File: config.mk
export PLATFORM = sky130hd
export DESIGN_NAME = div_issue_ctrl
export DESIGN_NICKNAME = d
export VERILOG_FILES = /design/src/rtl/alu_pkg.sv /design/src/rtl/div_sign_fix.sv /design/src/rtl/div_issue_ctrl.sv
export SDC_FILE = /design/constraint.sdc
export NUM_CORES = 1
export LEC_CHECK = 0
export ABC_AREA = 1
export CORE_MARGIN = 2
export CORE_UTILIZATION = 40
export DETAILED_ROUTE_END_ITERATION = 16
export PLACE_DENSITY = 0.77
export SYNTH_ARGS = -nofsm -noshare
export SYNTH_HDL_FRONTEND = slang
export SYNTH_SLANG_ARGS = --single-unit
File: constraint.sdc
create_clock -name clk -period 3.4 [get_ports clk]
set_input_delay 0.34 -clock clk [delete_from_list [all_inputs] [get_ports clk]]
set_output_delay 0.34 -clock clk [all_outputs]
set_load 0.02 [all_outputs]
File: src/rtl/alu_pkg.sv
// Shared types for the divider issue controller: sequencer states, result-select codes, MIN detection.
package alu_pkg;

    typedef enum logic [1:0] {IDLE, ISSUE, WAIT, DONE} div_seq_e;

    typedef enum logic [1:0] {RES_DIV, RES_DZ, RES_OVF, RES_TMO} res_sel_e;

    localparam int unsigned MAX_WIDTH = 64;
    localparam int unsigned WDOG_W    = 8;

    // True when the low 'width' bits of x hold the most negative two's-complement value.
    function automatic logic is_min(input logic [MAX_WIDTH-1:0] x, input int unsigned width);
        logic [MAX_WIDTH-1:0] min_val;
        min_val = MAX_WIDTH'(1) << (width - 1);
        return x == min_val;
    endfunction

endpackage

File: src/rtl/div_sign_fix.sv
// Combinational result former: remainder sign restore for real divides, fixed codes for screened cases.
module div_sign_fix
    import alu_pkg::*;
#(
    parameter int unsigned WIDTH = 32
) (
    input  res_sel_e           sel,
    input  logic [WIDTH-1:0]   a,
    input  logic [WIDTH-1:0]   q_raw,
    input  logic [WIDTH-1:0]   r_mag,
    output logic [WIDTH-1:0]   q_c,
    output logic [WIDTH-1:0]   r_c,
    output logic               dz_c,
    output logic               ovf_c
);

    always_comb begin
        q_c   = '0;
        r_c   = '0;
        dz_c  = 1'b0;
        ovf_c = 1'b0;
        unique case (sel)
            RES_DIV: begin
                q_c = q_raw;
                // Remainder takes the dividend's sign; negating zero yields zero.
                r_c = a[WIDTH-1] ? (~r_mag + WIDTH'(1)) : r_mag;
            end
            RES_DZ: begin
                q_c  = '1;
                r_c  = a;
                dz_c = 1'b1;
            end
            RES_OVF: begin
                q_c   = {1'b1, {(WIDTH-1){1'b0}}};
                ovf_c = 1'b1;
            end
            RES_TMO: begin
                dz_c  = 1'b1;
                ovf_c = 1'b1;
            end
        endcase
    end

endmodule

File: src/rtl/div_issue_ctrl.sv
// Issue sequencer for the signed divider: screens /0 and MIN/-1, launches the divider, holds the result.
// Optional watchdog on the divider wait enabled by defining DIV_TIMEOUT_EN.
module div_issue_ctrl
    import alu_pkg::*;
#(
    parameter int unsigned WIDTH   = 32,
    parameter int unsigned TMO_CYC = 255
) (
    input  logic               clk,
    input  logic               rst_b,
    input  logic               req_vld,
    output logic               req_rdy,
    input  logic [WIDTH-1:0]   req_a,
    input  logic [WIDTH-1:0]   req_b,
    output logic               div_bgn,
    output logic [WIDTH-1:0]   div_ibusA,
    output logic [WIDTH-1:0]   div_ibusB,
    input  logic [WIDTH-1:0]   div_obusA,
    input  logic [WIDTH-1:0]   div_obusB,
    input  logic               div_fin,
    output logic               rsp_vld,
    input  logic               rsp_rdy,
    output logic [WIDTH-1:0]   rsp_q,
    output logic [WIDTH-1:0]   rsp_r,
    output logic               rsp_dz,
    output logic               rsp_ovf
);

    div_seq_e          state, state_d;
    logic [WIDTH-1:0]  op_a_d, op_b_d, q_d, r_d;
    logic              dz_d, ovf_d, bgn_d, load_rsp;
    res_sel_e          fix_sel;
    logic [WIDTH-1:0]  fix_a, fix_q, fix_r;
    logic              fix_dz, fix_ovf;
`ifdef DIV_TIMEOUT_EN
    logic [WDOG_W-1:0] wdog, wdog_d;
`endif

    div_sign_fix #(.WIDTH(WIDTH)) u_sign_fix (
        .sel   (fix_sel),
        .a     (fix_a),
        .q_raw (div_obusA),
        .r_mag (div_obusB),
        .q_c   (fix_q),
        .r_c   (fix_r),
        .dz_c  (fix_dz),
        .ovf_c (fix_ovf)
    );

    // Next-state and next-register values; the operand registers double as the divider input bus.
    always_comb begin
        state_d  = state;
        op_a_d   = div_ibusA;
        op_b_d   = div_ibusB;
        q_d      = rsp_q;
        r_d      = rsp_r;
        dz_d     = rsp_dz;
        ovf_d    = rsp_ovf;
        bgn_d    = 1'b0;
        load_rsp = 1'b0;
        fix_sel  = RES_DIV;
        fix_a    = div_ibusA;
`ifdef DIV_TIMEOUT_EN
        wdog_d   = wdog;
`endif
        unique case (state)
            IDLE: begin
                // Short-circuit results are formed straight from the request so they land one cycle after accept.
                fix_a = req_a;
                if (req_vld && req_rdy) begin
                    op_a_d = req_a;
                    op_b_d = req_b;
                    if (req_b == '0) begin
                        fix_sel  = RES_DZ;
                        load_rsp = 1'b1;
                        state_d  = DONE;
                    end else if (is_min(MAX_WIDTH'(req_a), WIDTH) && (req_b == '1)) begin
                        fix_sel  = RES_OVF;
                        load_rsp = 1'b1;
                        state_d  = DONE;
                    end else begin
                        bgn_d   = 1'b1;
                        state_d = ISSUE;
                    end
                end
            end
            ISSUE: begin
                state_d = WAIT;
`ifdef DIV_TIMEOUT_EN
                wdog_d  = '0;
`endif
            end
            WAIT: begin
                if (div_fin) begin
                    fix_sel  = RES_DIV;
                    load_rsp = 1'b1;
                    state_d  = DONE;
                end
`ifdef DIV_TIMEOUT_EN
                else if (wdog == WDOG_W'(TMO_CYC - 1)) begin
                    fix_sel  = RES_TMO;
                    load_rsp = 1'b1;
                    state_d  = DONE;
                end else begin
                    wdog_d = wdog + WDOG_W'(1);
                end
`endif
            end
            DONE: begin
                if (rsp_rdy) begin
                    state_d = IDLE;
                end
            end
        endcase
        if (load_rsp) begin
            q_d   = fix_q;
            r_d   = fix_r;
            dz_d  = fix_dz;
            ovf_d = fix_ovf;
        end
    end

    always_ff @(posedge clk or negedge rst_b) begin
        if (!rst_b) begin
            state     <= IDLE;
            req_rdy   <= 1'b1;
            div_bgn   <= 1'b0;
            div_ibusA <= '0;
            div_ibusB <= '0;
            rsp_vld   <= 1'b0;
            rsp_q     <= '0;
            rsp_r     <= '0;
            rsp_dz    <= 1'b0;
            rsp_ovf   <= 1'b0;
        end else begin
            state     <= state_d;
            req_rdy   <= (state_d == IDLE);
            div_bgn   <= bgn_d;
            div_ibusA <= op_a_d;
            div_ibusB <= op_b_d;
            rsp_vld   <= (state_d == DONE);
            rsp_q     <= q_d;
            rsp_r     <= r_d;
            rsp_dz    <= dz_d;
            rsp_ovf   <= ovf_d;
        end
    end

`ifdef DIV_TIMEOUT_EN
    always_ff @(posedge clk or negedge rst_b) begin
        if (!rst_b) begin
            wdog <= '0;
        end else begin
            wdog <= wdog_d;
        end
    end
`endif

endmodule

==> results_dict.tcl <==
set metrics [dict create \
    status "complete, no violations" \
    clk_latency_ns 0.41 \
    yosys.area.top_type "dfrtp_1" \
    setup_tns_ns 0 \
    synth_seq_area_share_pct 46.4 \
    cts_tree "done" \
    instances_no_fill 1516 \
    p_seq_share_pct 30.9 \
    syn_nets 1166 \
    worstPathRequired_ns 3.70 \
    hold_viol_final 0 \
    syn_avg_cell_area_sq_um 7.09 \
    avgRoutedWirePerCell_um 16.1 \
    die_area_sq_um 19300 \
    area_growth_pct 46.8 \
    power_frac_comb_pct 50.6 \
    netlist_instances 1026 \
    track_usage_pct 25.4 \
    gp_congestion 0.940 \
    coreArea_sq_um 17900 \
    clockPowerShare_pct 18.5 \
    io_buffers 265 \
    met1_length_um 10300 \
    start_util_pct 40.7 \
    pin_count 266 \
    hold_path_class "reg -> reg" \
    firstDrtPassIters 5 \
    end_kind "flip-flop" \
    syn_area_sq_um 7280 \
    dp_cells 1483 \
    synth_seq_cells 135 \
    worstSetupPathType "in -> reg" \
    wl_met3_um 2300 \
    p_sw_share_pct 41.8 \
    drt_iter0_drc 620 \
    die_w_um 139 \
    cts_max_level 4 \
    postRouteAntennaNets 0 \
    ys_top_cells_by_area "dfrtp_1 46%, nand2_1 18%, o21ai_0 8.3%" \
    highest_layer "met4" \
    cts_sinks 135 \
    grt_max_degree 99 \
    route.vias.total 7706 \
    final-setup-viol-count 0 \
    numCtsBuffers 17 \
    dr_wl_met2_um 11300 \
    cap_violations 0 \
    worst_slew_pin_slew_ns 0.958 \
    mostFrequentLayoutCell "nand2_1" \
    antenna_found_initial 0 \
    path_max_fanout 28 \
    fin_crit_sh_pct 79.5 \
    n_fill_cell 1655 \
    leakage_nw 5.13 \
    root_buffer "clkbuf_16" \
    final_nets 1414 \
    reg2reg_slack_ns 0.73 \
    finalWirelength_um 24400 \
    power_density_nw_per_um2 887 \
    final_cell_mix "350 x nand2_1, 264 x clkdlybuf4s50_1, 134 x dfrtp_1, 120 x o21ai_0, 98 x nor2_1" \
    synthDistinctLibCells 32 \
    ys.warnings.count 0 \
    finalCoreUtilization_pct 59.7 \
    startpoint_type "input port" \
    die_y_um 139 \
    grt_overflow 0 \
    drv_slew 0 \
    diodes 0 \
    vias_per_cell 5.08 \
    grt_pass1_vias 7393 \
    grt_pass1_wl_um 39200 \
    rows 49 \
    relSlewSlack_pct 36.2 \
    dp_hpwl_um 18300 \
    drc 0 \
    skew_ns 0.00519 \
    placed_area_sq_um 10100 \
    peakVddDrop_mv 0.491 \
    synth_top_cell_area_share_pct 46.1 \
    switchingPower_mw 3.96 \
    drive_above_1_share_pct 4.12 \
    clk_pin_slew_ns 0.06 \
    min_period_ns 2.70 \
    final_area_sq_um 10700 \
    clockBufferDepth 2 \
    critical_path_arrival_ns 3.01 \
    cts_setup_buffers 0 \
    p_int_mw 5.52 \
    rsz0062_at_grt "false" \
    fmax_mhz 370 \
]
-- routing by layer --
| layer | vias to the layer above | GRT usage, % |
|---|---|---|
| met2 | 360 | 40.5 |
| li1 | 3789 | - |
| met1 | 3518 | 34.2 |
| met4 | 0 | 7.02 |
| met5 | - | 0 |
| met3 | 39 | 7.11 |
-- cells in the mapped netlist, drive strengths merged --
library cell and n:
nor2 99, nor3 2, a21boi 1, a21oi 71
dfstp 1, nand3b 3, nand4 13, inv 96
o21bai 2, ha 7, and2 1, o22ai 4
nor4 4, clkbuf 29, o31ai 1, nand3 45
nand2 351, o21ai 141, a22oi 1, dfrtp 134
buf 20
-- registers in the layout (all words and copies together), names as in the netlist --
signal	flops
rsp_r	32
state	2
div_ibusB	32
rsp_dz	1
rsp_ovf	1
div_ibusA	32
rsp_vld	1
div_bgn	1
req_rdy	1
rsp_q	32
-- through the flow --
stage / power, mW / hold slack [ns] / worst slack [ns]
final: 9.48 / 0.473 / 0.697
after global routing: 10.1 / 0.492 / 0.428
after CTS: 9.52 / 0.480 / 0.697
after detailed placement: 7.72 / 0.405 / 0.317
after global placement: 7.64 / 0.396 / 0.419
after floorplan: 5.39 / 0.0444 / 1.12
-- power groups by stage --
stage	Sequential (mW)	Clock [mW]	Combinational, mW
6_report	2.92	1.76	4.80
3_3_place_gp	2.90	0	4.73
5_1_grt	3.02	1.86	5.23
4_1_cts	2.92	1.79	4.82
2_1_floorplan	3.79	0	1.60
3_5_place_dp	2.92	0	4.80
-- worst paths after layout --
path / endpoint / from / depth (start not counted)
min reg2reg: rsp_r[4] / rsp_r[4] / 2
max reg2reg: rsp_r[20] / state[1] / 13
min in group asynchronous: div_ibusB[4] / rst_b / 2
max: rsp_r[17] / req_b[12] / 14
max in group asynchronous: req_rdy / rst_b / 3
min: rsp_r[4] / rsp_r[4] / 2
-- worst max-delay path, stage by stage --
cell and delay (ns):
clkdlybuf4s50_1 0.53, nand2_1 0.07, inv_1 0.05, nand2_1 0.06, nor4_1 0.43, nand4_1 0.29
ha_1 0.31, inv_1 0.16, buf_12 0.21, a21oi_1 0.06, o21ai_0 0.19, o21ai_0 0.15
nand2_1 0.10, nand2_1 0.05
-- area by class of cell --
type | instances | area (sq um) | share of cell area [%]
Sequential cell | 135 | 3380 | 31.6
Timing Repair Buffer | 278 | 2780 | 26.0
Clock inverter | 10 | 98.8 | 0.925
Inverter | 96 | 363 | 3.40
Multi-Input combinational cell | 746 | 3310 | 31.0
Tap cell | 229 | 287 | 2.68
Clock buffer | 22 | 464 | 4.34
-- kinds of logic after synthesis --
| family | Yosys count | synth area share, % |
|---|---|---|
| AND/OR/NAND/NOR | 518 | 28.8 |
| flip-flops | 135 | 46.4 |
| adder cells (fa/ha/maj) | 7 | 1.20 |
| AO/OA/AOI/OAI | 221 | 15.5 |
| buffers and inverters | 145 | 8.03 |
-- repair_timing --
action / CTS / global route
endpoints found under the hold margin: 68 / 0
setup endpoints to repair: 0 / 0
gates resized for setup: 0 / 0
hold buffers: 1 / 0
Note: power is estimated with default switching activity, not from simulation.
